--- src/rtl/fetch_queue_pkg.sv ---
// fetch_queue_pkg: constants and types shared between the fetch queue and
// the i-cache side of the front end.
//   ADDR_WIDTH   - width of an instruction address (PC)
//   INSTR_BUBBLE - encoding driven on any slot that carries no instruction;
//                  the i-cache uses the same value for its empty reads
//   fq_entry_t   - one queue entry {instr, pc}
package fetch_queue_pkg;

    localparam int          ADDR_WIDTH   = 32;
    localparam logic [31:0] INSTR_BUBBLE = 32'h23;

    typedef struct packed {
        logic [31:0]           instr;
        logic [ADDR_WIDTH-1:0] pc;
    } fq_entry_t;

endpackage

--- src/rtl/fetch_queue.sv ---
// fetch_queue: two-wide circular instruction buffer between the i-cache and
// decode. Up to two instructions enter per cycle (compacted so that gaps in
// the input valid mask never leave holes) and up to two leave per cycle, in
// order.
//
// Ports
//   clk        - clock, rising edge
//   reset      - asynchronous active-high reset (clears pointers and count)
//   in_instr   - [2] instructions from the i-cache
//   in_valid   - [2] per-slot valid from the i-cache
//   in_pc      - [2] per-slot PC from the i-cache
//   flush      - empties the queue on the next edge
//   dec_ready  - [2] decode accepts out slot i (slot 1 only counts with slot 0)
//   out_instr  - [2] instruction to decode (INSTR_BUBBLE when not valid)
//   out_pc     - [2] PC to decode (0 when not valid)
//   out_valid  - [2] out slot i holds a real entry
//   stall_out  - fewer than two free entries; holds the i-cache
//   count      - current occupancy
module fetch_queue
    import fetch_queue_pkg::*;
#(
    parameter int DEPTH = 8
) (
    input  logic                                 clk,
    input  logic                                 reset,
    input  logic [1:0][31:0]                     in_instr,
    input  logic [1:0]                           in_valid,
    input  logic [1:0][ADDR_WIDTH-1:0]           in_pc,
    input  logic                                 flush,
    input  logic [1:0]                           dec_ready,
    output logic [1:0][31:0]                     out_instr,
    output logic [1:0][ADDR_WIDTH-1:0]           out_pc,
    output logic [1:0]                           out_valid,
    output logic                                 stall_out,
    output logic [$clog2(DEPTH+1)-1:0]           count
);

    localparam int PW = $clog2(DEPTH);
    localparam int CW = $clog2(DEPTH+1);

    // Storage carries no reset: it is only visible through out_* when
    // out_valid is set, which requires a write after reset.
    fq_entry_t      mem [DEPTH];

    logic [PW-1:0]  head, tail;
    logic [PW-1:0]  head_p1, tail_p1;
    logic           accept;
    logic [1:0]     enq_n, deq_n;
    fq_entry_t      slot0, slot1;

    // DEPTH is a power of two, so plain pointer arithmetic wraps correctly.
    assign head_p1 = head + PW'(1);
    assign tail_p1 = tail + PW'(1);

    // Space check uses the registered count only; entries leaving this
    // cycle do not free room until the next one. That keeps the i-cache
    // handshake off the decode-ready path.
    assign stall_out = (count > CW'(DEPTH - 2));
    assign accept    = !stall_out && !flush;

    assign out_valid[0] = (count >= CW'(1));
    assign out_valid[1] = (count >= CW'(2));

    assign slot0 = mem[head];
    assign slot1 = mem[head_p1];

    always_comb begin
        out_instr[0] = out_valid[0] ? slot0.instr : INSTR_BUBBLE;
        out_pc[0]    = out_valid[0] ? slot0.pc    : '0;
        out_instr[1] = out_valid[1] ? slot1.instr : INSTR_BUBBLE;
        out_pc[1]    = out_valid[1] ? slot1.pc    : '0;
    end

    // Slot 1 may only retire together with slot 0 to keep program order.
    assign deq_n = {1'b0, out_valid[0] & dec_ready[0]}
                 + {1'b0, out_valid[1] & dec_ready[1] & dec_ready[0]};

    assign enq_n = accept ? ({1'b0, in_valid[0]} + {1'b0, in_valid[1]}) : 2'd0;

    always_ff @(posedge clk or posedge reset) begin
        if (reset) begin
            head  <= '0;
            tail  <= '0;
            count <= '0;
        end else if (flush) begin
            head  <= '0;
            tail  <= '0;
            count <= '0;
        end else begin
            head  <= head + PW'(deq_n);
            tail  <= tail + PW'(enq_n);
            count <= count + CW'(enq_n) - CW'(deq_n);
        end
    end

    // Compacting write: the first valid input always lands at tail, so a
    // lone slot-1 instruction does not leave a hole.
    always_ff @(posedge clk) begin
        if (accept && !reset) begin
            if (in_valid[0])
                mem[tail] <= '{instr: in_instr[0], pc: in_pc[0]};
            if (in_valid[1])
                mem[in_valid[0] ? tail_p1 : tail] <= '{instr: in_instr[1], pc: in_pc[1]};
        end
    end

endmodule
--- config.mk ---
export PLATFORM = sky130hd
export DESIGN_NAME = fetch_queue
export DESIGN_NICKNAME = d
export VERILOG_FILES = /design/src/rtl/fetch_queue_pkg.sv /design/src/rtl/fetch_queue.sv
export SDC_FILE = /design/constraint.sdc
export NUM_CORES = 1
export LEC_CHECK = 0
export ABC_AREA = 0
export CAP_MARGIN = 20
export CORE_MARGIN = 2
export CORE_UTILIZATION = 55
export DETAILED_ROUTE_END_ITERATION = 6
export DONT_BUFFER_PORTS = 1
export PLACE_DENSITY = 0.73
export SLEW_MARGIN = 20
export SYNTH_ARGS = -nofsm -noshare
export SYNTH_HDL_FRONTEND = slang
export SYNTH_SLANG_ARGS = --single-unit
--- constraint.sdc ---
create_clock -name clk -period 14.02 [get_ports clk]
set_input_delay 2.804 -clock clk [delete_from_list [all_inputs] [get_ports clk]]
set_output_delay 2.804 -clock clk [all_outputs]
set_load 0.1 [all_outputs]
# ---- Yosys cells after proc, flatten, opt, wreduce, memory -nomap -nowiden
# Memory sizes are Yosys's and may differ from the RTL's.
# Cells that the tools add are included.
dict set report word_totals {
  regBits 10
  mem_bits_rw 512
  output_inout_bits 135
  word_cells 38
  n_memories 1
}
# memory words width read_ports rd_ports_with_merged_regs write_ports line_no
set mem_list {}
lappend mem_list {mem 8 64 2 0 2 fetch_queue.sv:43} ;# fq_entry_t mem [DEPTH];
dict set report classes {
  n_addsub 8
  magnitude_cmp 3
  mux 15
  bitwise 3
  reduce_logical 5
}
# op count
set op_table {}
lappend op_table {{two-way mux 32 bit} 4}
lappend op_table {{two-way mux 3 bit} 3}
lappend op_table {{adder 3 x 1 -> 3 bit (second input constant)} 2}
lappend op_table {{adder 3 x 2 -> 3 bit} 2}
lappend op_table {{two-way mux 1 bit} 6}
lappend op_table {{adder 1 x 1 -> 2 bit} 2}
lappend op_table {{adder 4 x 2 -> 4 bit} 1}
lappend op_table {{greater-or-equal comparator 4 x 1 -> 1 bit (second input constant)} 1}
lappend op_table {{greater-or-equal comparator 4 x 2 -> 1 bit (second input constant)} 1}
lappend op_table {{greater-than comparator 4 x 3 -> 1 bit (second input constant)} 1}
lappend op_table {{two-way mux 4 bit} 1}
lappend op_table {{subtractor 4 x 2 -> 4 bit} 1}
lappend op_table {{AND 1 bit} 3}
lappend op_table {{logical NOT 1 bit} 3}
lappend op_table {{logical AND 1 bit} 2}
lappend op_table {{two-way mux 2 bit} 1}

# ---- Longest topological paths before layout
dict set report logic_depth {
  ltp_word 7
  depth_mapped 15
}

# ---- Least setup slack after synthesis
# OpenSTA, ideal clock, no wires.
dict set report synth_timing {
  path_type {in2reg}
  from {input port in_valid[0]}
  to {memory mem[7][0] in the netlist's numbering (enable)}
  arrival_ns 6.663
  required_time_ns 13.513
  setup_slack_ns 6.850
  cell_stages 5
  n_path_buf 1
  cell_sequence {buf_2 -> nand3b_1 -> a21boi_0 -> nand2_1 -> a21oi_1}
}
# item line_no
set synth_lines {}
lappend synth_lines {{from (decl)} fetch_queue.sv:27} ;# input logic [1:0] in_valid,
lappend synth_lines {{to (decl)} fetch_queue.sv:43}

==> summary.md <==
| Metric | Value |
|---|---|
| Share of the synthesized area in the top cell type | 50.5% |
| Share of the cycle needed by the critical path after routing | 53.3% |
| Largest delay contributor family on the critical path | buffers and inverters |
| Input/output buffers | 0 |
| Antenna-violating nets left | 0 |
| Worst Slack Setup Final | 6.54 ns |
| Wire length of the first global-routing pass | 125,000 um |
| Critical path endpoint category | output port |
| Average routed wire per standard cell | 32.5 um |
| Data arrival time of the worst path | 4.68 ns |
| Overflow left after global routing | 0 |
| Final-report max-slew violation count | 0 |
| Initial Utilization | 55.4% |
| Detailed-route DRC error count | 0 |
| Largest net degree at the start of global routing | 65 |
| Most frequent cell on the critical path | buf_4 |
| Total clock buffers created by CTS | 57 |
| TritonCTS sink count | 522 |
| Worst-Skew Late Latency | 0.62 ns |
| I/O pin count | 270 |
| Worst slew pin tran | 1.19 ns |
| Highest cell delay on the worst timing path | 0.94 ns |
| CP cell instances | buf_4 -> buf_4 -> mux4_2 -> mux2i_1 -> nor2_2 |
| Minimum clock period | 7.48 ns |
| Clock Tree Root | clkbuf_16 |
| Power per cell area | 233 nW/um2 |
| Cells after synthesis | 1,868 |
| #FFs+latches synth | 522 |
| Final count of negative-setup-slack endpoints | 0 |
| Crit path required time | 11.22 ns |
| Slowest-stage cell, CP | dfrtp_4 |
| Worst supply voltage drop on vdd | 188 uV |
| Clock-pin transition on the worst setup and hold timing paths | 0.06 ns |
| Top post-synthesis cells by area | edfxtp_1 51%, mux4_2 19%, mux2_2 18% |
| Area of the mapped netlist | 30,400 um2 |
| Total Routing Usage GR | 29.9% |
| Pre-CTS setup slack | 7.04 ns |
| DRT Pass-1 Iters | 5 |
| Tightest Hold Check Type | reg2reg |
| Critical-path maximum fanout | 57 |
| FP Rows | 86 |
| Number of global-route vias before repair | 19,300 |
| Path type of the worst setup path | reg2out |
| Number of levels in the clock H-tree | 2 |
| HPWL after DPL | 47,400 um |
| Clock Skews | 0.0182 ns |
| Proportion of layout cells with a drive suffix above 1 | 55.6% |
| Static leakage | 0.0103 uW |
| Core Footprint | 54,900 um2 |
| Net Count, Synth | 2,020 |
| Number of inserted filler cells in the final layout | 4,086 |
| WP buf/inv | 2 |
| Hold Vio Cnt, Final | 0 |
| Post-CTS Setup Bufs | 0 |
| Gpl congestion | 0.776 |
| Relative slew slack | 20.4% |
| Total die area | 57,200 um2 |
| Aggregate negative setup slack | 0 ns |
| First-iteration detailed-routing DRC count | 1,539 |
| Largest buffer count on any clock path | 3 |
| Maximum frequency from static timing analysis | 0.134 GHz |
| Unrepaired setup endpoints after global routing | no |
| Syn_area_per_cell | 16.3 um2 |
| Antenna Cells | 0 |
| Worst Setup Start Kind | flop |
| Yosys cell types | 42 |
| Total wire length after detailed routing | 84,800 um |
| Chip width | 239 um |
| Via/cell ratio | 6.97 |
| Total vias in the final route | 18,200 |
| Cts-stage hold buffer count | 0 |
| # nets final | 2,013 |
| Number of antenna violations at the first check in global routing | 0 |
| Final core area utilization | 61.3% |
| Synthesis-to-finish area growth | 10.5% |
| Floorplan die height | 239 um |
| Yosys warning count | 0 |
| CTS tree | yes |
| Max Cap Violations | 0 |
| Cell type with the largest total area after synthesis | edfxtp_1 |
| Part of the Yosys area used for sequential elements | 51.4% |
| Status | completed |
| Number of cells upsized or downsized after cts | 0 |
-- worst reg2reg max path: cells and delay by family, from the launching register on --
| family | cells | cell delay (ns) |
|---|---|---|
| buffers and inverters | 3 | 1.00 |
| adders and majority gates | 4 | 1.28 |
| AOI/OAI and AO/OA | 3 | 0.51 |
| DFF | 1 | 0.97 |
| xor gates and xnor gates | 1 | 0.14 |
| and+or+nand+nor | 3 | 1.16 |
-- through the flow --
stage | power [uW] | hold WS (ns) | cell area, um2 | std cells
finish | 7840 | 0.781 | 33600 | 2609
global route | 8070 | 0.832 | 33600 | 2609
CTS | 7860 | 0.736 | 33600 | 2609
detailed placement | 6410 | 0.723 | 31800 | 2506
global placement | 6330 | 0.689 | 31700 | 2506
floorplan | 5540 | 0.612 | 30400 | 1868
-- final timing paths --
| kind | slack [ns] | cells past startpoint | to | startpoint |
|---|---|---|---|---|
| setup / recovery | 6.54 | 5 | out_pc[2] | head[0] |
| hold / removal | 0.78 | 2 | tail[2] | tail[2] |
| setup reg to reg | 8.85 | 14 | count[3] | count[2] |
| hold reg to reg | 0.78 | 2 | tail[2] | tail[2] |
| max in group asynchronous | 11.65 | 1 | head[2] | reset |
| min in group asynchronous | 2.06 | 1 | head[0] | reset |
-- cell usage after synthesis --
cell type / count
and2_1: 3
buf_1: 22
mux2_2: 496
a311oi_1: 1
nor2b_1: 8
fa_1: 4
a21boi_2: 1
o22a_1: 1
nor3_2: 3
nor3b_1: 3
a31o_2: 1
a311o_1: 1
buf_4: 4
mux2_1: 16
inv_1: 16
nor3_4: 3
nand3_2: 1
o21a_1: 3
nor3_1: 2
xnor2_2: 1
mux2i_1: 64
mux4_2: 256
ha_1: 13
nand3b_1: 2
a21oi_1: 64
edfxtp_1: 512
clkbuf_1: 60
nor2_1: 74
nand3_1: 4
xnor2_1: 5
xor2_1: 2
buf_6: 15
a32oi_1: 4
buf_2: 44
nand4_1: 2
dfrtp_1: 10
a21boi_0: 1
a21o_1: 1
o21ai_0: 5
nand2_1: 136
and3_1: 3
and3b_1: 1
-- state kept, by name, summed over array words and instances, names as in the netlist --
register	count
count	4
head	3
mem	512
tail	3
-- logic make-up after synthesis --
family / after synthesis / synth area share [%]
xor gates and xnor gates: 8 / 0.255
adders and majority gates: 17 / 0.798
buffers and inverters: 161 / 2.59
AOI/OAI and AO/OA: 83 / 1.53
muxes: 832 / 40.0
and+or+nand+nor: 245 / 3.46
DFF: 522 / 51.4
-- metal layers --
| layer | vias to the layer above | track usage [%] | wire length (um) |
|---|---|---|---|
| met5 | - | 0 | 0 |
| met4 | 0 | 8.52 | 2310 |
| met3 | 169 | 7.41 | 7850 |
| met2 | 803 | 50.5 | 42300 |
| met1 | 9664 | 38.6 | 32300 |
| li1 | 7556 | - | - |
-- cell usage in the layout (no fill, tap or decap), drive strengths merged, types with 3 or more instances in the layout --
cell type,Yosys,final
a21oi,64,64
a32oi,4,4
and2,3,3
and3,3,3
buf,85,79
bufinv,0,5
clkbuf,60,71
clkinv,0,23
dfrtp,10,10
edfxtp,512,512
fa,4,4
ha,13,13
inv,16,18
mux2,512,512
mux2i,64,64
mux4,256,256
nand2,136,136
nand3,5,5
nor2,74,74
nor2b,8,8
nor3,8,8
nor3b,3,3
o21a,3,3
o21ai,5,5
xnor2,6,6
-- final cells by class --
class / instances / area [um2] / area share, %
clock inverter: 32 / 284 / 0.845
multi-input combinational: 1185 / 14700 / 43.7
sequential: 522 / 15600 / 46.5
tap: 704 / 881 / 2.62
timing repair buffer: 79 / 593 / 1.76
inverter: 16 / 60.1 / 0.179
clock buffer: 71 / 1480 / 4.40
-- where the power goes --
part           internal, uW  switching, uW
Sequential             1770            116
Clock                   835            622
Combinational          1150           3340
Total                  3760           4080
(Power assumes the default switching activity.)
